[src/rtl/decode_pkg.sv]
// Shared types, opcode map and decode helpers for the decode/issue stage.
//
// Instruction word layout (32 bits):
//   [31:25] opcode   [24:20] rd / OFFSET_HI   [19:15] ra / OFFSET_M
//   [14:10] rb       [9:0]   OFFSET_LO
// Opcodes 0x00..0x07 form the R-type space; NOP lives inside that space.
package decode_pkg;

    localparam int INSTR_W    = 32;
    localparam int PC_W       = 32;
    localparam int REG_DATA_W = 32;
    localparam int REG_ADDR_W = 5;
    localparam int OPCODE_W   = 7;

    // R-type space
    localparam logic [OPCODE_W-1:0] OPC_ADD  = 7'h00;
    localparam logic [OPCODE_W-1:0] OPC_SUB  = 7'h01;
    localparam logic [OPCODE_W-1:0] OPC_MUL  = 7'h02;
    localparam logic [OPCODE_W-1:0] OPC_AND  = 7'h03;
    localparam logic [OPCODE_W-1:0] OPC_OR   = 7'h04;
    localparam logic [OPCODE_W-1:0] OPC_NOP  = 7'h07;
    // Immediate, memory and control-flow
    localparam logic [OPCODE_W-1:0] OPC_ADDI = 7'h08;
    localparam logic [OPCODE_W-1:0] OPC_LDB  = 7'h10;
    localparam logic [OPCODE_W-1:0] OPC_LDW  = 7'h11;
    localparam logic [OPCODE_W-1:0] OPC_STB  = 7'h12;
    localparam logic [OPCODE_W-1:0] OPC_STW  = 7'h13;
    localparam logic [OPCODE_W-1:0] OPC_BEQ  = 7'h30;
    localparam logic [OPCODE_W-1:0] OPC_JUMP = 7'h31;

    typedef struct packed {
        logic xcpt_itlb_miss;
        logic xcpt_bus_error;
    } fetch_xcpt_t;

    typedef struct packed {
        logic            xcpt_illegal_instr;
        logic [PC_W-1:0] xcpt_pc;
    } decode_xcpt_t;

    typedef struct packed {
        logic [OPCODE_W-1:0]   opcode;
        logic [REG_ADDR_W-1:0] rd_addr;
        logic [REG_ADDR_W-1:0] ra_addr;
        logic [REG_ADDR_W-1:0] rb_addr;
        logic [REG_DATA_W-1:0] ra_data;
        logic [REG_DATA_W-1:0] rb_data;
        logic [REG_DATA_W-1:0] offset;
        logic                  is_load;
        logic                  is_store;
    } alu_request_t;

    function automatic logic is_r_type_instr(input logic [OPCODE_W-1:0] op);
        return op[OPCODE_W-1:3] == 4'b0000;
    endfunction

    function automatic logic is_alu_supported(input logic [OPCODE_W-1:0] op);
        return (op == OPC_ADD) || (op == OPC_SUB) || (op == OPC_MUL) ||
               (op == OPC_AND) || (op == OPC_OR);
    endfunction

    function automatic logic is_load_instr(input logic [OPCODE_W-1:0] op);
        return (op == OPC_LDB) || (op == OPC_LDW);
    endfunction

    function automatic logic is_store_instr(input logic [OPCODE_W-1:0] op);
        return (op == OPC_STB) || (op == OPC_STW);
    endfunction

    // Unsupported R-type opcodes still read ra/rb so they flow like any ALU op.
    function automatic logic uses_src1(input logic [OPCODE_W-1:0] op);
        return (is_r_type_instr(op) && (op != OPC_NOP)) || (op == OPC_ADDI) ||
               is_load_instr(op) || is_store_instr(op) || (op == OPC_BEQ);
    endfunction

    function automatic logic uses_src2(input logic [OPCODE_W-1:0] op);
        return (is_r_type_instr(op) && (op != OPC_NOP)) ||
               is_store_instr(op) || (op == OPC_BEQ);
    endfunction

    // Zero-extended immediate; BEQ and JUMP reuse register fields as offset bits.
    function automatic logic [REG_DATA_W-1:0] decode_offset(input logic [INSTR_W-1:0] instr);
        logic [REG_DATA_W-1:0] off;
        off = {17'd0, instr[14:0]};
        if (instr[31:25] == OPC_BEQ) begin
            off = {17'd0, instr[24:20], instr[9:0]};
        end else if (instr[31:25] == OPC_JUMP) begin
            off = {12'd0, instr[24:20], instr[19:15], instr[9:0]};
        end
        return off;
    endfunction

endpackage

[src/rtl/decode_bypass_mux.sv]
// Priority operand select for one source: the lowest-index valid bypass
// channel that targets the source wins, otherwise register-file data.
// r0 always reads as zero and never reports a bypass hit.
module decode_bypass_mux #(
    parameter int NUM_BYP = 2,
    parameter int DATA_W  = 32,
    parameter int ADDR_W  = 5
) (
    input  logic [ADDR_W-1:0]         src_addr,
    input  logic [DATA_W-1:0]         rf_data,
    input  logic [NUM_BYP-1:0]        byp_valid,
    input  logic [NUM_BYP*ADDR_W-1:0] byp_addr,
    input  logic [NUM_BYP*DATA_W-1:0] byp_data,
    output logic [DATA_W-1:0]         operand,
    output logic                      hit
);

    // Scan from the oldest channel down so channel 0 (youngest) overrides last.
    always_comb begin
        operand = rf_data;
        hit     = 1'b0;
        for (int i = NUM_BYP - 1; i >= 0; i--) begin
            if (byp_valid[i] && (byp_addr[i*ADDR_W +: ADDR_W] == src_addr)) begin
                operand = byp_data[i*DATA_W +: DATA_W];
                hit     = 1'b1;
            end
        end
        if (src_addr == '0) begin
            operand = '0;
            hit     = 1'b0;
        end
    end

endmodule

[src/rtl/decode_issue_stage.sv]
// Decode/issue stage between fetch and the ALU: decodes the fetched word,
// reads the register file, applies prioritised bypasses, tracks in-flight
// loads in a scoreboard and issues through a single registered output slot.
// DATA_W must match REG_DATA_W because alu_request_t has fixed field widths.
module decode_issue_stage
    import decode_pkg::*;
#(
    parameter int NUM_BYP  = 2,
    parameter int NUM_REGS = 32,
    parameter int DATA_W   = REG_DATA_W,
    parameter int ADDR_W   = $clog2(NUM_REGS)
) (
    input  logic                      clock,
    input  logic                      reset,
    input  logic                      flush,
    input  logic                      fetch_valid,
    output logic                      fetch_ready,
    input  logic [INSTR_W-1:0]        fetch_instr,
    input  logic [PC_W-1:0]           fetch_pc,
    input  fetch_xcpt_t               fetch_xcpt_in,
    output logic [ADDR_W-1:0]         rf_src1_addr,
    output logic [ADDR_W-1:0]         rf_src2_addr,
    input  logic [DATA_W-1:0]         rf_src1_data,
    input  logic [DATA_W-1:0]         rf_src2_data,
    input  logic [NUM_BYP-1:0]        byp_valid,
    input  logic [NUM_BYP*ADDR_W-1:0] byp_addr,
    input  logic [NUM_BYP*DATA_W-1:0] byp_data,
    input  logic                      ld_done_valid,
    input  logic [ADDR_W-1:0]         ld_done_addr,
    output logic                      alu_valid,
    input  logic                      alu_ready,
    output alu_request_t              alu_info,
    output logic [PC_W-1:0]           alu_pc,
    output fetch_xcpt_t               alu_fetch_xcpt,
    output decode_xcpt_t              decode_xcpt
);

    logic [OPCODE_W-1:0] opcode_p0;
    logic [ADDR_W-1:0]   rd_p0;
    logic [ADDR_W-1:0]   ra_p0;
    logic [ADDR_W-1:0]   rb_p0;
    logic [ADDR_W-1:0]   src2_p0;
    logic                use1_p0;
    logic                use2_p0;
    logic                load_p0;
    logic                store_p0;
    logic                illegal_p0;
    logic [DATA_W-1:0]   ra_data_p0;
    logic [DATA_W-1:0]   rb_data_p0;
    logic                ra_hit_p0;
    logic                rb_hit_p0;
    logic                hazard_p0;
    logic                accept_p0;
    alu_request_t        req_p0;
    decode_xcpt_t        dxcpt_p0;

    logic [NUM_REGS-1:0] sb_q;
    logic [NUM_REGS-1:0] sb_d;

    logic                vld_p1;
    logic                slot_free_p1;
    alu_request_t        info_p1;
    logic [PC_W-1:0]     pc_p1;
    fetch_xcpt_t         fxcpt_p1;
    decode_xcpt_t        dxcpt_p1;

    // ---- p0: field extraction and register-file addressing
    assign opcode_p0  = fetch_instr[31:25];
    assign rd_p0      = fetch_instr[24:20];
    assign ra_p0      = fetch_instr[19:15];
    assign rb_p0      = fetch_instr[14:10];
    assign use1_p0    = uses_src1(opcode_p0);
    assign use2_p0    = uses_src2(opcode_p0);
    assign load_p0    = is_load_instr(opcode_p0);
    assign store_p0   = is_store_instr(opcode_p0);
    assign illegal_p0 = is_r_type_instr(opcode_p0) && (opcode_p0 != OPC_NOP) &&
                        !is_alu_supported(opcode_p0);

    // Stores read their data register through port B.
    assign src2_p0      = store_p0 ? rd_p0 : rb_p0;
    assign rf_src1_addr = ra_p0;
    assign rf_src2_addr = src2_p0;

    decode_bypass_mux #(
        .NUM_BYP (NUM_BYP),
        .DATA_W  (DATA_W),
        .ADDR_W  (ADDR_W)
    ) u_byp_src1 (
        .src_addr  (ra_p0),
        .rf_data   (rf_src1_data),
        .byp_valid (byp_valid),
        .byp_addr  (byp_addr),
        .byp_data  (byp_data),
        .operand   (ra_data_p0),
        .hit       (ra_hit_p0)
    );

    decode_bypass_mux #(
        .NUM_BYP (NUM_BYP),
        .DATA_W  (DATA_W),
        .ADDR_W  (ADDR_W)
    ) u_byp_src2 (
        .src_addr  (src2_p0),
        .rf_data   (rf_src2_data),
        .byp_valid (byp_valid),
        .byp_addr  (byp_addr),
        .byp_data  (byp_data),
        .operand   (rb_data_p0),
        .hit       (rb_hit_p0)
    );

    // ---- p0: hazard detection and handshake
    // A pending load blocks only when no bypass delivers its result this cycle.
    assign hazard_p0 = (use1_p0 && (ra_p0 != '0) && sb_q[ra_p0] && !ra_hit_p0) ||
                       (use2_p0 && (src2_p0 != '0) && sb_q[src2_p0] && !rb_hit_p0);

    assign slot_free_p1 = !vld_p1 || alu_ready;
    assign fetch_ready  = slot_free_p1 && !hazard_p0 && !flush;
    assign accept_p0    = fetch_valid && fetch_ready;

    // Assemble the request and decode exception for the slot.
    always_comb begin
        req_p0          = '0;
        req_p0.opcode   = opcode_p0;
        req_p0.rd_addr  = rd_p0;
        req_p0.ra_addr  = ra_p0;
        req_p0.rb_addr  = src2_p0;
        req_p0.ra_data  = ra_data_p0;
        req_p0.rb_data  = rb_data_p0;
        req_p0.offset   = decode_offset(fetch_instr);
        req_p0.is_load  = load_p0;
        req_p0.is_store = store_p0;

        dxcpt_p0 = '0;
        if (illegal_p0) begin
            dxcpt_p0.xcpt_illegal_instr = 1'b1;
            dxcpt_p0.xcpt_pc            = fetch_pc;
        end
    end

    // Scoreboard next state: the completing load clears, a new load sets.
    // The set is applied last so a younger load to the same rd keeps the bit.
    always_comb begin
        sb_d = sb_q;
        if (ld_done_valid) begin
            sb_d[ld_done_addr] = 1'b0;
        end
        if (accept_p0 && load_p0 && (rd_p0 != '0)) begin
            sb_d[rd_p0] = 1'b1;
        end
    end

    // Scoreboard register; reset and flush discard every in-flight load.
    always_ff @(posedge clock) begin
        if (reset || flush) begin
            sb_q <= '0;
        end else begin
            sb_q <= sb_d;
        end
    end

    // ---- p1: output slot, loaded on accept and held under back-pressure
    always_ff @(posedge clock) begin
        if (reset) begin
            vld_p1   <= 1'b0;
            info_p1  <= '0;
            pc_p1    <= '0;
            fxcpt_p1 <= '0;
            dxcpt_p1 <= '0;
        end else if (flush) begin
            vld_p1 <= 1'b0;
        end else if (accept_p0) begin
            vld_p1   <= 1'b1;
            info_p1  <= req_p0;
            pc_p1    <= fetch_pc;
            fxcpt_p1 <= fetch_xcpt_in;
            dxcpt_p1 <= dxcpt_p0;
        end else if (slot_free_p1) begin
            vld_p1 <= 1'b0;
        end
    end

    assign alu_valid      = vld_p1;
    assign alu_info       = info_p1;
    assign alu_pc         = pc_p1;
    assign alu_fetch_xcpt = fxcpt_p1;
    assign decode_xcpt    = dxcpt_p1;

endmodule

[config.mk]
export PLATFORM = sky130hd
export DESIGN_NAME = decode_issue_stage
export DESIGN_NICKNAME = d
export VERILOG_FILES = /design/src/rtl/decode_pkg.sv /design/src/rtl/decode_bypass_mux.sv /design/src/rtl/decode_issue_stage.sv
export SDC_FILE = /design/constraint.sdc
export NUM_CORES = 1
export LEC_CHECK = 0
export CORE_AREA = 3 3 163 165
export CTS_BUF_LIST = sky130_fd_sc_hd__clkbuf_4
export CTS_CLUSTER_DIAMETER = 100
export DETAILED_ROUTE_END_ITERATION = 8
export DIE_AREA = 0 0 166 168
export PLACE_DENSITY = 0.83
export SETUP_SLACK_MARGIN = 0.4
export SYNTH_ARGS = -nofsm -noshare
export SYNTH_HDL_FRONTEND = slang
export SYNTH_SLANG_ARGS = --single-unit
[constraint.sdc]
create_clock -name clock -period 7 [get_ports clock]
set_clock_uncertainty 0.05 [all_clocks]
set_input_delay 1.75 -clock clock [delete_from_list [all_inputs] [get_ports clock]]
set_output_delay 1.75 -clock clock [all_outputs]
set_load 0.01 [all_outputs]
After elaboration in Yosys (flattened, before gate mapping)
Index checks and enable logic that the tools add are counted.
{"block": "word_totals", "output_inout_bits": 199, "rom_bits": 0, "reg_bits": 220, "mem_bits_rw": 0, "wordCells": 120, "mem_count": 0, "latch_bits": 0}
{"block": "classes", "eq_ne": 16, "muxes": 28, "n_addsub": 0, "n_shift": 0, "magnitude_cmp": 6, "div_mod_pow": 0, "bitwise_logic": 4, "reduce_logical": 50, "multipliers": 0}
{"operator": "2-to-1 mux 32 bit", "count": 8}
{"operator": "2-to-1 mux 20 bit", "count": 2}
{"operator": "2-to-1 mux 33 bit", "count": 1}
{"operator": "bitwise AND 32 bit", "count": 1}
{"operator": "inverter 32 bit", "count": 1}
{"operator": "OR 32 bit", "count": 1}
{"operator": "equality test 7 x 5 -> 1 bit (second input constant)", "count": 4}
{"operator": "less-than comparator 5 x 6 -> 1 bit (second input constant)", "count": 4}
{"operator": "equality test 5 bit", "count": 4}
{"operator": "logical AND 1 bit", "count": 19}
{"operator": "logical OR 1 bit", "count": 15}
{"operator": "nonzero test 5 bit", "count": 3}
{"operator": "equality test 7 x 2 -> 1 bit (second input constant)", "count": 2}
{"operator": "equality test 7 x 6 -> 1 bit (second input constant)", "count": 2}
{"operator": "2-to-1 mux 1 bit", "count": 12}
{"operator": "binary-select mux 1 bit (select 5 bit)", "count": 2}
{"operator": "demux 1 bit (select 5 bit)", "count": 2}
{"operator": ">= comparator 5 x 1 -> 1 bit (second input constant)", "count": 2}
{"operator": "zero test 5 bit", "count": 2}
{"operator": "equality test 7 x 1 -> 1 bit (second input constant)", "count": 1}
{"operator": "equality test 7 x 3 -> 1 bit (second input constant)", "count": 1}
{"operator": "equality test 7 x 4 -> 1 bit (second input constant)", "count": 1}
{"operator": "zero test 7 bit", "count": 1}
{"operator": "!= test 7 x 3 -> 1 bit (second input constant)", "count": 1}
{"operator": "other kinds (7)", "count": 12}

Depth between registers and ports, before layout
{"block": "depth", "word_depth": 18, "depth_mapped": 14, "mapped_depth_nobuf": 9}

By module
A second synthesis with hierarchy kept.
{"block": "hier_totals", "hier_cells": 1555, "area_unflattened_um2": 12906.1}
{"module": "decode_issue_stage", "area_each_um2": 10383.7, "instances": 1, "cells_per_inst": 1159}
{"module": "decode_bypass_mux", "area_each_um2": 1261.2, "instances": 2, "cells_per_inst": 198}

Least setup slack after synthesis
No wires, ideal clock.
{"block": "synth_timing", "kind": "input -> output", "start": "in fetch_instr[27]", "end": "out fetch_ready", "slack_ps": 1401, "stages": 9, "n_path_buf": 2, "arrival_ps": 3799, "path_cell_list": "buf_4 -> or4b_4 -> buf_2 -> o2111ai_2 -> o32ai_1 -> mux2_2 -> o2bb2a_1 -> o311ai_1 -> and3_1"}
{"block": "synth_between", "elab_chain_cells": 14}
{"element": "from (decl)", "line_no": "decode_issue_stage.sv:18", "text": "input logic [INSTR_W-1:0] fetch_instr,"}
{"element": "equality test 7 x 5 -> 1 bit", "line_no": "decode_pkg.sv:67", "text": "return (op == OPC_STB) || (op == OPC_STW);"}
{"element": "logical OR 1 bit", "line_no": "decode_pkg.sv:67"}
{"element": "2-to-1 mux 5 bit", "line_no": "decode_issue_stage.sv:80", "text": "assign src2_p0 = store_p0 ? rd_p0 : rb_p0;"}
{"element": "equality test 5 bit", "line_no": "decode_bypass_mux.sv:23", "text": "if (byp_valid[i] && (byp_addr[i*ADDR_W +: ADDR_W] == src_addr)) begin"}
{"element": "logical AND 1 bit", "line_no": "decode_bypass_mux.sv:23"}
{"element": "2-to-1 mux 1 bit (2 in a row)", "line_no": "decode_bypass_mux.sv:23"}
{"element": "2-to-1 mux 1 bit", "line_no": "decode_bypass_mux.sv:28", "text": "if (src_addr == '0) begin"}
{"element": "zero test 1 bit", "line_no": "decode_issue_stage.sv:115", "text": "(use2_p0 && (src2_p0 != '0) && sb_q[src2_p0] && !rb_hit_p0);"}
{"element": "logical AND 1 bit", "line_no": "decode_issue_stage.sv:115"}
{"element": "logical OR 1 bit (*)", "line_no": "decode_issue_stage.sv:114", "text": "assign hazard_p0 = (use1_p0 && (ra_p0 != '0) && sb_q[ra_p0] && !ra_hit_p0) ||"}
{"element": "zero test 1 bit (*)", "line_no": "decode_issue_stage.sv:118", "text": "assign fetch_ready = slot_free_p1 && !hazard_p0 && !flush;"}
{"element": "logical AND 1 bit (*) (2 in a row)", "line_no": "decode_issue_stage.sv:118"}
{"element": "to (decl)", "line_no": "decode_issue_stage.sv:17", "text": "output logic fetch_ready,"}
Mark *: on every way between the ends. The rest lies on a longest branch, timed or not. The select of a mux whose other input is x is not followed.

Worst setup path after layout
{"block": "layout_timing", "start": "in fetch_instr[28]", "end": "out fetch_ready"}
The elaborated chain is that of the path after synthesis.

==> results.sh <==
export IMPL_wirelength_microns=45800
export IMPL_syn_avg_cell_area_sq_um=9.24
export IMPL_drtPass1Iterations=8
export IMPL_clk_pin_slew_ns=0.06
export IMPL_hpwl_microns=33400
export IMPL_dieArea_sq_mm=0.0279
export IMPL_routedWlPerCell_microns=22.2
export IMPL_grt_util_all_layers_pct=30.7
export IMPL_leakagePower_nw=6.90
export IMPL_synthCells=1305
export IMPL_io_pin_count=416
export IMPL_drt_iter0_markers=1073
export IMPL_worstReg2RegEnd="sb_q[3]"
export IMPL_cts_sinks=208
export IMPL_cts_buffer_depth=3
export IMPL_layout_commonest_cell="clkdlybuf4s50_1"
export IMPL_grt_max_degree=136
export IMPL_synth_area_top_cells="dfxtp_1, mux2i_1, nand2b_1, o211ai_1, a211o_1"
export IMPL_postRouteAntennaNets=0
export IMPL_placed_area_sq_mm=0.0163
export IMPL_synth_ff_type="dfxtp_1"
export IMPL_syn_to_final_growth_pct=41.6
export IMPL_syn_area_sq_mm=0.0121
export IMPL_slew_violations=0
export IMPL_hp_start="alu_pc[19]"
export IMPL_r2r_slack_ns=3.42
export IMPL_worst_pin_slew_ns=1.09
export IMPL_start_util_pct=47.9
export IMPL_die_h_microns=168
export IMPL_vias=11946
export IMPL_ys_async_sr_fraction_pct=0
export IMPL_nNetsFinal=1908
export IMPL_overflow=0
export IMPL_cts_tree="yes"
export IMPL_setup_tns_final_ns=0
export IMPL_cts_htree_levels=2
export IMPL_dieWidth_microns=166
export IMPL_yosys_warnings=0
export IMPL_seq_area_frac_synth_pct=34.5
export IMPL_slew_headroom_pct=27.3
export IMPL_row_count=58
export IMPL_cts_buffers=56
export IMPL_worst_path_max_fanout=7
export IMPL_worstSetupStartpointType="input pin"
export IMPL_io_buffers=403
export IMPL_via_per_inst=5.79
export IMPL_crit_type="input pin to primary output"
export IMPL_synth_edff_count=0
export IMPL_setup_viol=0
export IMPL_crit_path_cell_trace="dlygate4sd2_1 -> or4b_2 -> o21ai_0 -> and2_1 -> o22ai_1 -> a21oi_1 -> o311ai_2 -> and3_1 -> clkdlybuf4s50_1"
export IMPL_synth_top_area_cell="dfxtp_1"
export IMPL_drv_cap=0
export IMPL_cp_slowest_cell="or4b_2"
export IMPL_antenna_found_initial=5
export IMPL_drc=0
export IMPL_clockRootBuffer="clkbuf_4"
export IMPL_ys_seq_elements=208
export IMPL_hold_path_class="register to register"
export IMPL_fmax_mhz=153
export IMPL_coreArea_sq_mm=0.0252
export IMPL_timing_rr_start="sb_q[24]"
export IMPL_min_to="alu_pc[19]"
export IMPL_post_route_period_util_pct=93.3
export IMPL_p_total_w=0.00293
export IMPL_synth_cell_type_count=64
export IMPL_cp_slowest_stage_delay_ns=0.78
export IMPL_cp_end_kind="primary output"
export IMPL_first_global_vias=11825
export IMPL_insertion_delay_ns=0.70
export IMPL_irDropWorstVdd_mv=0.127
export IMPL_layout_drive_gt1_share_pct=10.6
export IMPL_rsz0062_at_grt="false"
export IMPL_place_gp_congestion=0.973
export IMPL_critPathArrivalTime_ns=4.73
export IMPL_final_area_sq_mm=0.0171
export IMPL_min_path_cells=2
export IMPL_crit_start="fetch_instr[28]"
export IMPL_yosysTopAreaCellShare_pct=34.5
export IMPL_layout_common_cells="clkdlybuf4s50_1, mux2i_1, nand2b_1, dfxtp_1, clkbuf_4"
export IMPL_period_minus_slack_ns=6.53
export IMPL_outcome="complete, no violations"
export IMPL_hold_violations=0
export IMPL_fill_cells=2073
export IMPL_worstPathRequired_ns=5.20
export IMPL_r2r_cells=8
export IMPL_grt_pass1_wl_microns=68500
export IMPL_power_per_cell_area_mw_per_mm2=172
worst max-delay path: cells and delay by family:
kind                   cells  cell delay, ns
AOI/OAI and AO/OA          4            0.81
and+or+nand+nor            3            1.35
buffers and inverters      2            0.82
power by group:
| part | total (W) | switching, W | internal, W |
|---|---|---|---|
| Combinational | 0.000607 | 0.000286 | 0.000321 |
| Sequential | 0.00125 | 0.0000235 | 0.00123 |
| Clock | 0.00107 | 0.000520 | 0.000552 |
| Total | 0.00293 | 0.000830 | 0.00210 |
registers in the layout (all words and copies together), names as in the netlist:
name	count
alu_info	108
alu_fetch_xcpt	2
sb_q	32
alu_pc	32
alu_valid	1
decode_xcpt	33
per-stage QoR:
step                      utilization, %  hold slack, ns  std cells  setup WS (ns)
after floorplan                        -           0.405       1316           1.40
after global placement              64.7           0.408       1959          0.138
after detailed placement            64.7           0.411       1959          0.167
after CTS                           67.6           0.425       2059          0.419
after global routing                67.8           0.439       2064          0.406
final                               67.8           0.420       2064          0.470
timing repair:
item	4_1_cts	5_1_grt
pin swaps	1	1
setup buffers	2	0
resized for setup	12	7
gates cloned	1	1
setup endpoints to repair	1	1
hold buffers	0	0
worst max path at each step:
stage                              to  depth (start not counted)  slack [ns]
after CTS                 fetch_ready                          8        0.42
after global routing      fetch_ready                         10        0.41
final                     fetch_ready                          9        0.47
after floorplan           fetch_ready                          9        1.40
after global placement    fetch_ready                          9        0.14
after detailed placement  fetch_ready                          9        0.17
layer usage:
metal | share of wire, % | vias to the layer above | global-route usage [%]
met5 | 0 | - | 0
li1 | - | 5462 | -
met3 | 9.7 | 113 | 9.25
met2 | 47 | 694 | 51.6
met4 | 3.3 | 0 | 10.8
met1 | 40 | 5677 | 37.5
final cells by class:
cell class / count / area (sq um) / area share (%)
multi-input cells: 955 / 7240 / 42.4
inverters: 14 / 52.6 / 0.308
repair buffers: 456 / 4490 / 26.3
diodes: 4 / 10.0 / 0.0586
clock inverters: 12 / 65.1 / 0.381
flip-flops and latches: 208 / 4160 / 24.4
clock buffers: 85 / 638 / 3.74
well taps: 330 / 413 / 2.42
synth_stat cells (all sizes together) (9+ instances only):
| cell | n |
|---|---|
| inv | 13 |
| or3 | 34 |
| a211o | 37 |
| xor2 | 13 |
| buf | 61 |
| a21oi | 9 |
| nor2 | 61 |
| nor4 | 9 |
| nand2 | 59 |
| nand3 | 12 |
| mux2i | 242 |
| o211ai | 67 |
| o21ai | 10 |
| mux4 | 10 |
| o41ai | 34 |
| clkbuf | 79 |
| nand2b | 238 |
| dfxtp | 208 |
kinds of logic after synthesis:
| kind of cell | share of synthesized area [%] |
|---|---|
| xor+xnor | 1.09 |
| compound gates | 13.7 |
| simple gates | 21.6 |
| flops | 34.5 |
| buf+inv | 6.27 |
| mux | 22.7 |
| other cells | 0.0311 |
(Power assumes the default switching activity.)
